==> src/rtl/euler_step_sequencer.sv <==
// Sequencer for the Euler update x[i] <= x[i] + h*f(x) over n_eq equations and num_steps steps.
// Optional build macro EULER_SEQ_CYCLE_CNT_EN adds a saturating busy-cycle counter output cycle_cnt.
module euler_step_sequencer #(
  parameter int DATA_W = 32,
  parameter int N_MAX  = 8,
  parameter int IDX_W  = 3,
  parameter int STEP_W = 16
) (
  input  logic              clk,
  input  logic              rst_async,
  input  logic              rst_sync,
  input  logic              start,
  input  logic [IDX_W:0]    n_eq,
  input  logic [STEP_W-1:0] num_steps,
  output logic              mem_rd_en,
  output logic              mem_wr_en,
  output logic [IDX_W-1:0]  mem_addr,
  output logic              deriv_req,
  input  logic              deriv_ack,
  output logic              upd_start,
  input  logic              upd_done,
  output logic              busy,
  output logic              final_done,
  output logic [STEP_W-1:0] step_cnt
`ifdef EULER_SEQ_CYCLE_CNT_EN
  ,
  output logic [31:0]       cycle_cnt
`endif
);

  localparam logic [2:0] S_IDLE = 3'd0;
  localparam logic [2:0] S_RD   = 3'd1;
  localparam logic [2:0] S_REQ  = 3'd2;
  localparam logic [2:0] S_UPD  = 3'd3;
  localparam logic [2:0] S_WAIT = 3'd4;
  localparam logic [2:0] S_WR   = 3'd5;
  localparam logic [2:0] S_DONE = 3'd6;

  localparam logic [IDX_W:0]    N_MAX_EQ = (IDX_W + 1)'(N_MAX);
  localparam logic [IDX_W:0]    EQ_ONE   = (IDX_W + 1)'(1);
  localparam logic [IDX_W-1:0]  IDX_ONE  = IDX_W'(1);
  localparam logic [STEP_W-1:0] STEP_ONE = STEP_W'(1);

  // The address width must exactly cover the equation count.
  if (DATA_W < 1 || N_MAX != (1 << IDX_W)) begin : g_param_check
    $error("euler_step_sequencer: N_MAX must equal 2**IDX_W and DATA_W must be positive");
  end

  logic [2:0]        state_q;
  logic [IDX_W-1:0]  idx_q;
  logic [STEP_W-1:0] step_q;
  logic [IDX_W:0]    n_eq_q;
  logic [STEP_W-1:0] steps_q;

  logic [IDX_W:0] n_eq_clamped;
  logic           last_idx;
  logic           last_step;

  assign n_eq_clamped = (n_eq > N_MAX_EQ) ? N_MAX_EQ : n_eq;
  assign last_idx     = ({1'b0, idx_q} == (n_eq_q - EQ_ONE));
  assign last_step    = (step_q == (steps_q - STEP_ONE));

  // Control state and counters advance on the falling clock edge; either reset source aborts the run.
  always_ff @(negedge clk or posedge rst_async) begin
    if (rst_async) begin
      state_q <= S_IDLE;
      idx_q   <= '0;
      step_q  <= '0;
      n_eq_q  <= '0;
      steps_q <= '0;
    end else if (rst_sync) begin
      state_q <= S_IDLE;
      idx_q   <= '0;
      step_q  <= '0;
      n_eq_q  <= '0;
      steps_q <= '0;
    end else begin
      case (state_q)
        S_IDLE: begin
          if (start) begin
            n_eq_q  <= n_eq_clamped;
            steps_q <= num_steps;
            idx_q   <= '0;
            step_q  <= '0;
            state_q <= (n_eq == '0 || num_steps == '0) ? S_DONE : S_RD;
          end
        end
        S_RD:   state_q <= S_REQ;
        S_REQ:  if (deriv_ack) state_q <= S_UPD;
        S_UPD:  state_q <= S_WAIT;
        S_WAIT: if (upd_done) state_q <= S_WR;
        S_WR: begin
          if (!last_idx) begin
            idx_q   <= idx_q + IDX_ONE;
            state_q <= S_RD;
          end else if (last_step) begin
            state_q <= S_DONE;
          end else begin
            idx_q   <= '0;
            step_q  <= step_q + STEP_ONE;
            state_q <= S_RD;
          end
        end
        S_DONE:  state_q <= S_IDLE;
        default: state_q <= S_IDLE;
      endcase
    end
  end

  assign mem_rd_en  = (state_q == S_RD);
  assign deriv_req  = (state_q == S_REQ);
  assign upd_start  = (state_q == S_UPD);
  assign mem_wr_en  = (state_q == S_WR);
  assign final_done = (state_q == S_DONE);
  assign busy       = (state_q != S_IDLE) && (state_q != S_DONE);
  assign mem_addr   = idx_q;
  assign step_cnt   = step_q;

`ifdef EULER_SEQ_CYCLE_CNT_EN
  // Counts busy cycles of the current run; it stops once DONE drops busy and saturates at all-ones.
  always_ff @(negedge clk or posedge rst_async) begin
    if (rst_async) begin
      cycle_cnt <= '0;
    end else if (rst_sync) begin
      cycle_cnt <= '0;
    end else if (state_q == S_IDLE && start) begin
      cycle_cnt <= '0;
    end else if (busy && cycle_cnt != 32'hFFFF_FFFF) begin
      cycle_cnt <= cycle_cnt + 32'd1;
    end
  end
`endif

endmodule

==> config.mk <==
export PLATFORM = sky130hd
export DESIGN_NAME = euler_step_sequencer
export DESIGN_NICKNAME = d
export VERILOG_FILES = /design/src/rtl/euler_step_sequencer.sv
export SDC_FILE = /design/constraint.sdc
export NUM_CORES = 1
export LEC_CHECK = 0
export ABC_AREA = 1
export BUFFER_PORTS_ARGS = -buffer_cell sky130_fd_sc_hd__buf_4
export CAP_MARGIN = 25
export CORE_MARGIN = 8
export CORE_UTILIZATION = 30
export DETAILED_ROUTE_END_ITERATION = 10
export SLEW_MARGIN = 15
export SYNTH_ARGS = -nofsm -noshare
export SYNTH_HDL_FRONTEND = slang
export SYNTH_SLANG_ARGS = --single-unit
export TNS_END_PERCENT = 100
==> constraint.sdc <==
create_clock -name clk -period 2.3 [get_ports clk]
set_input_delay 0.115 -clock clk [delete_from_list [all_inputs] [get_ports clk]]
set_output_delay 0.115 -clock clk [all_outputs]
set_load 0.02 [all_outputs]
Word level (Yosys, flattened, before mapping)
Index checks and enable logic that the tools add are counted.
Widths: inputs -> output; s select.

word-level totals
  register bits after elaboration = 42
  bits in latches = 0
  RAM bits = 0
  memory bits (read-only) = 0
  output and inout bits = 25
  memories = 0

cells by class
  add/sub/neg operators = 4
  multipliers = 0
  divide/modulo/power cells = 0
  $lt $le $gt $ge = 1
  eq/ne operators = 15
  shift operators = 0
  multiplexer cells = 25
  bitwise gates (word level) = 0
  reduce and logical (&&, ||, !) cells = 13

operators with widths
  kind                   count
  $mux 16                7
  $mux 3                 11
  $pmux 16 s2            1
  $pmux 3 s6             1
  $add 16x1->16 const B  1
  $eq 16x16->1           1
  $logic_not 16->1       1
  $mux 4                 4
  $sub 16x1->16 const B  1
  $ne 3x3->1 const B     4
  $eq 3x3->1 const B     3
  $eq 3x2->1 const B     2
  $ne 3x2->1 const B     2
  $pmux 3 s2             1
  $reduce_and 3->1       2
  $reduce_bool 3->1      2
  $eq 3x4->1             1
  $gt 4x4->1 const B     1
  $logic_not 4->1        1
  $ne 4x4->1 const B     1
  $reduce_and 4->1       1
  $reduce_bool 2->1      2
  $sub 4x1->4 const B    1
  $add 3x1->3 const B    1
  other kinds (5)        5

Depth between registers and ports, before layout
  depth after elaboration = 6
  depth in mapped cells = 18
  gate-level depth less buffers = 17

==> reports/qor.txt <==
DP HPWL: 7960 um
Initial antenna violation count: 0
Number of synthesized flops with an enable pin: 0
Tot GR Track Use: 14.1%
Root Driver: clkbuf_16
Max-cap viol count: 0
Io pins: 51
Commonest non-fill, non-tap cell in the layout: nand2_1
Synthesized area: 3440 um2
Hold Path Class: reg -> reg
Maximum clock insertion buffer count: 2
Ys async rst share: 100%
Worst setup SP type: flip-flop
Cell area power density: 981 nW/um2
Area leader, netlist: dfrtn_1
Crit path arrival time: 2.42 ns
CTS hold repair buffers: 0
Setup TNS: -1.25 ns
Failing checks: negative setup slack
Vias per cell: 4.83
Unrepaired setup endpoints after global routing: true
Skew final: 0.00271 ns
Setup crit end kind: output pin
Final instance area: 4700 um2
Slew Limit Fails: 0
Metal3 WL: 472 um
YS warnings: 0
Setup violators final: 6
Run status: complete, but fails checks
Post-synthesis net count: 550
Vias in the first global route: 3,706
Overflow after GRT: 0
Fin Hold WS: 0.469 ns
Met2 WL post-DR: 5400 um
Wire length per cell after detailed routing: 13.6 um
Placeable Area: 11,300 um2
Slew HR: 66.6%
Leakage: 0.00234 uW
Worst-skew pair later-pin latency: 0.30 ns
Syn Inst Count: 520
# DRC: 0
Share of layout cells above drive strength 1: 30.0%
VDD IR max: 0.526 mV
Synth unique cells: 38
Pin count of the biggest net entering global routing: 43
Clock Sinks: 42
# H-tree levels: 2
Seq/Total Area, Yosys: 30.5%
ANT cells: 0
First-pass GRT wire length: 17,300 um
Die Y: 123 um
Gp weighted congestion: 0.947
Syn avg cell area: 6.62 um2
TritonCTS Buffers: 5
TritonCTS clock tree: done
Port bufs: 50
Synth top area cells: dfrtn_1 31%, nand2_1 17%, nand3_1 7.4%
Iteration count of the initial detailed-routing pass: 5
Initial Utilization: 30.4%
Initial drt markers: 174
Die ar.: 15,200 um2
Cell Area, Placed: 4280 um2
Die width: 123 um
Total number of vias: 3,705
Met1 WL: 4380 um
Antenna Nets Post-Route: 0
Top Metal Used: met4
Least-Margin Pin Slew: 0.497 ns
Final Power: 4610 uW
Most frequent cells in the layout: 146 x nand2_1, 101 x buf_4, 53 x inv_1
Hold Vio Cnt, Final: 0
Critical path type: reg -> out
Clock-pin slew on the worst setup and hold paths: 0.04 ns
Setup WS post-layout: -0.236 ns
Post-synth top area share: 30.5%
Final #Nets: 654
Max FO, Critical Path: 6
Row Count: 39
Synth Register Bits: 42
CP required: 2.18 ns
Post-synth top flop: dfrtn_1
WL final: 10,400 um
Area Growth Syn to Fin: 36.6%
[what timing repair did]
item | in CTS | in global routing
buffers inserted | 11 | 7
setup endpoints to repair | 13 | 25
pin swaps | 5 | 16
cloned | 0 | 1
gates resized for setup | 8 | 21
[routing by layer]
metal	vias to the layer above	global-route usage, %
met5	-	0
met4	0	4.44
met3	10	2.74
met2	76	25.2
met1	1746	16.6
li1	1873	-
[worst max-delay path: stages (launching register included)]
cell     delay [ns]
dfrtn_1        0.42
buf_4          0.19
nor3_4         0.21
buf_6          0.15
[cell usage after synthesis (all sizes together), types with 6 or more instances]
master / number
nor3: 27
inv: 67
xor2: 12
nor2: 63
xnor2: 7
nor4: 13
o21ai: 24
clkbuf: 6
dfrtn: 42
nand4: 9
nand3: 54
buf: 7
nand2: 168
[power by group]
| group | switching [uW] | total [uW] | internal, uW |
|---|---|---|---|
| clock | 282 | 817 | 536 |
| combinational | 1690 | 2700 | 1010 |
| sequential | 193 | 1100 | 903 |
[registers in the layout (all words and copies together), names as in the netlist]
register	count
step_cnt	16
state_q	3
n_eq_q	4
steps_q	16
mem_addr	3
[through the flow]
stage / cells / utilization (%) / worst slack, ns
6_report: 767 / 41.5 / -0.236
3_5_place_dp: 741 / 37.8 / -0.221
4_1_cts: 759 / 40.3 / -0.238
2_1_floorplan: 520 / - / -0.116
3_3_place_gp: 741 / 37.8 / -0.176
5_1_grt: 767 / 41.5 / -0.297
[cells by family (layout without fill, tap and decap cells)]
logic type | count (synthesis) | in the layout | share of synthesized area (%)
compound gates | 31 | 31 | 5.20
xor+xnor | 19 | 19 | 4.84
fa+ha+maj | 4 | 4 | 1.45
buf+inv | 80 | 183 | 9.31
flops | 42 | 42 | 30.5
simple gates | 344 | 345 | 48.7
[layout make-up]
cell class                      instances  area, um2
Clock inverter                          1       30.0
Tap cell                              143        179
Clock buffer                            6        139
Fill cell                            1181       6620
Sequential cell                        42       1050
Timing Repair Buffer                  109        866
Multi-Input combinational cell        399       2180
Inverter                               67        251
[worst paths after layout]
path	start	end	slack (ns)	cells after the start
min in group asynchronous	rst_async	mem_addr[2]$_DFFE_NP0P_	0.91	3
max reg2reg	steps_q[0]$_DFFE_NP0P_	step_cnt[7]$_DFFE_NP0P_	0.14	17
max in group asynchronous	rst_async	step_cnt[10]$_DFFE_NP0P_	1.16	3
min	steps_q[15]$_DFFE_NP0P_	steps_q[15]$_DFFE_NP0P_	0.47	2
max	state_q[2]$_DFFE_NP0P_	deriv_req	-0.24	3
min reg2reg	steps_q[15]$_DFFE_NP0P_	steps_q[15]$_DFFE_NP0P_	0.47	2
(Power assumes the default switching activity.)
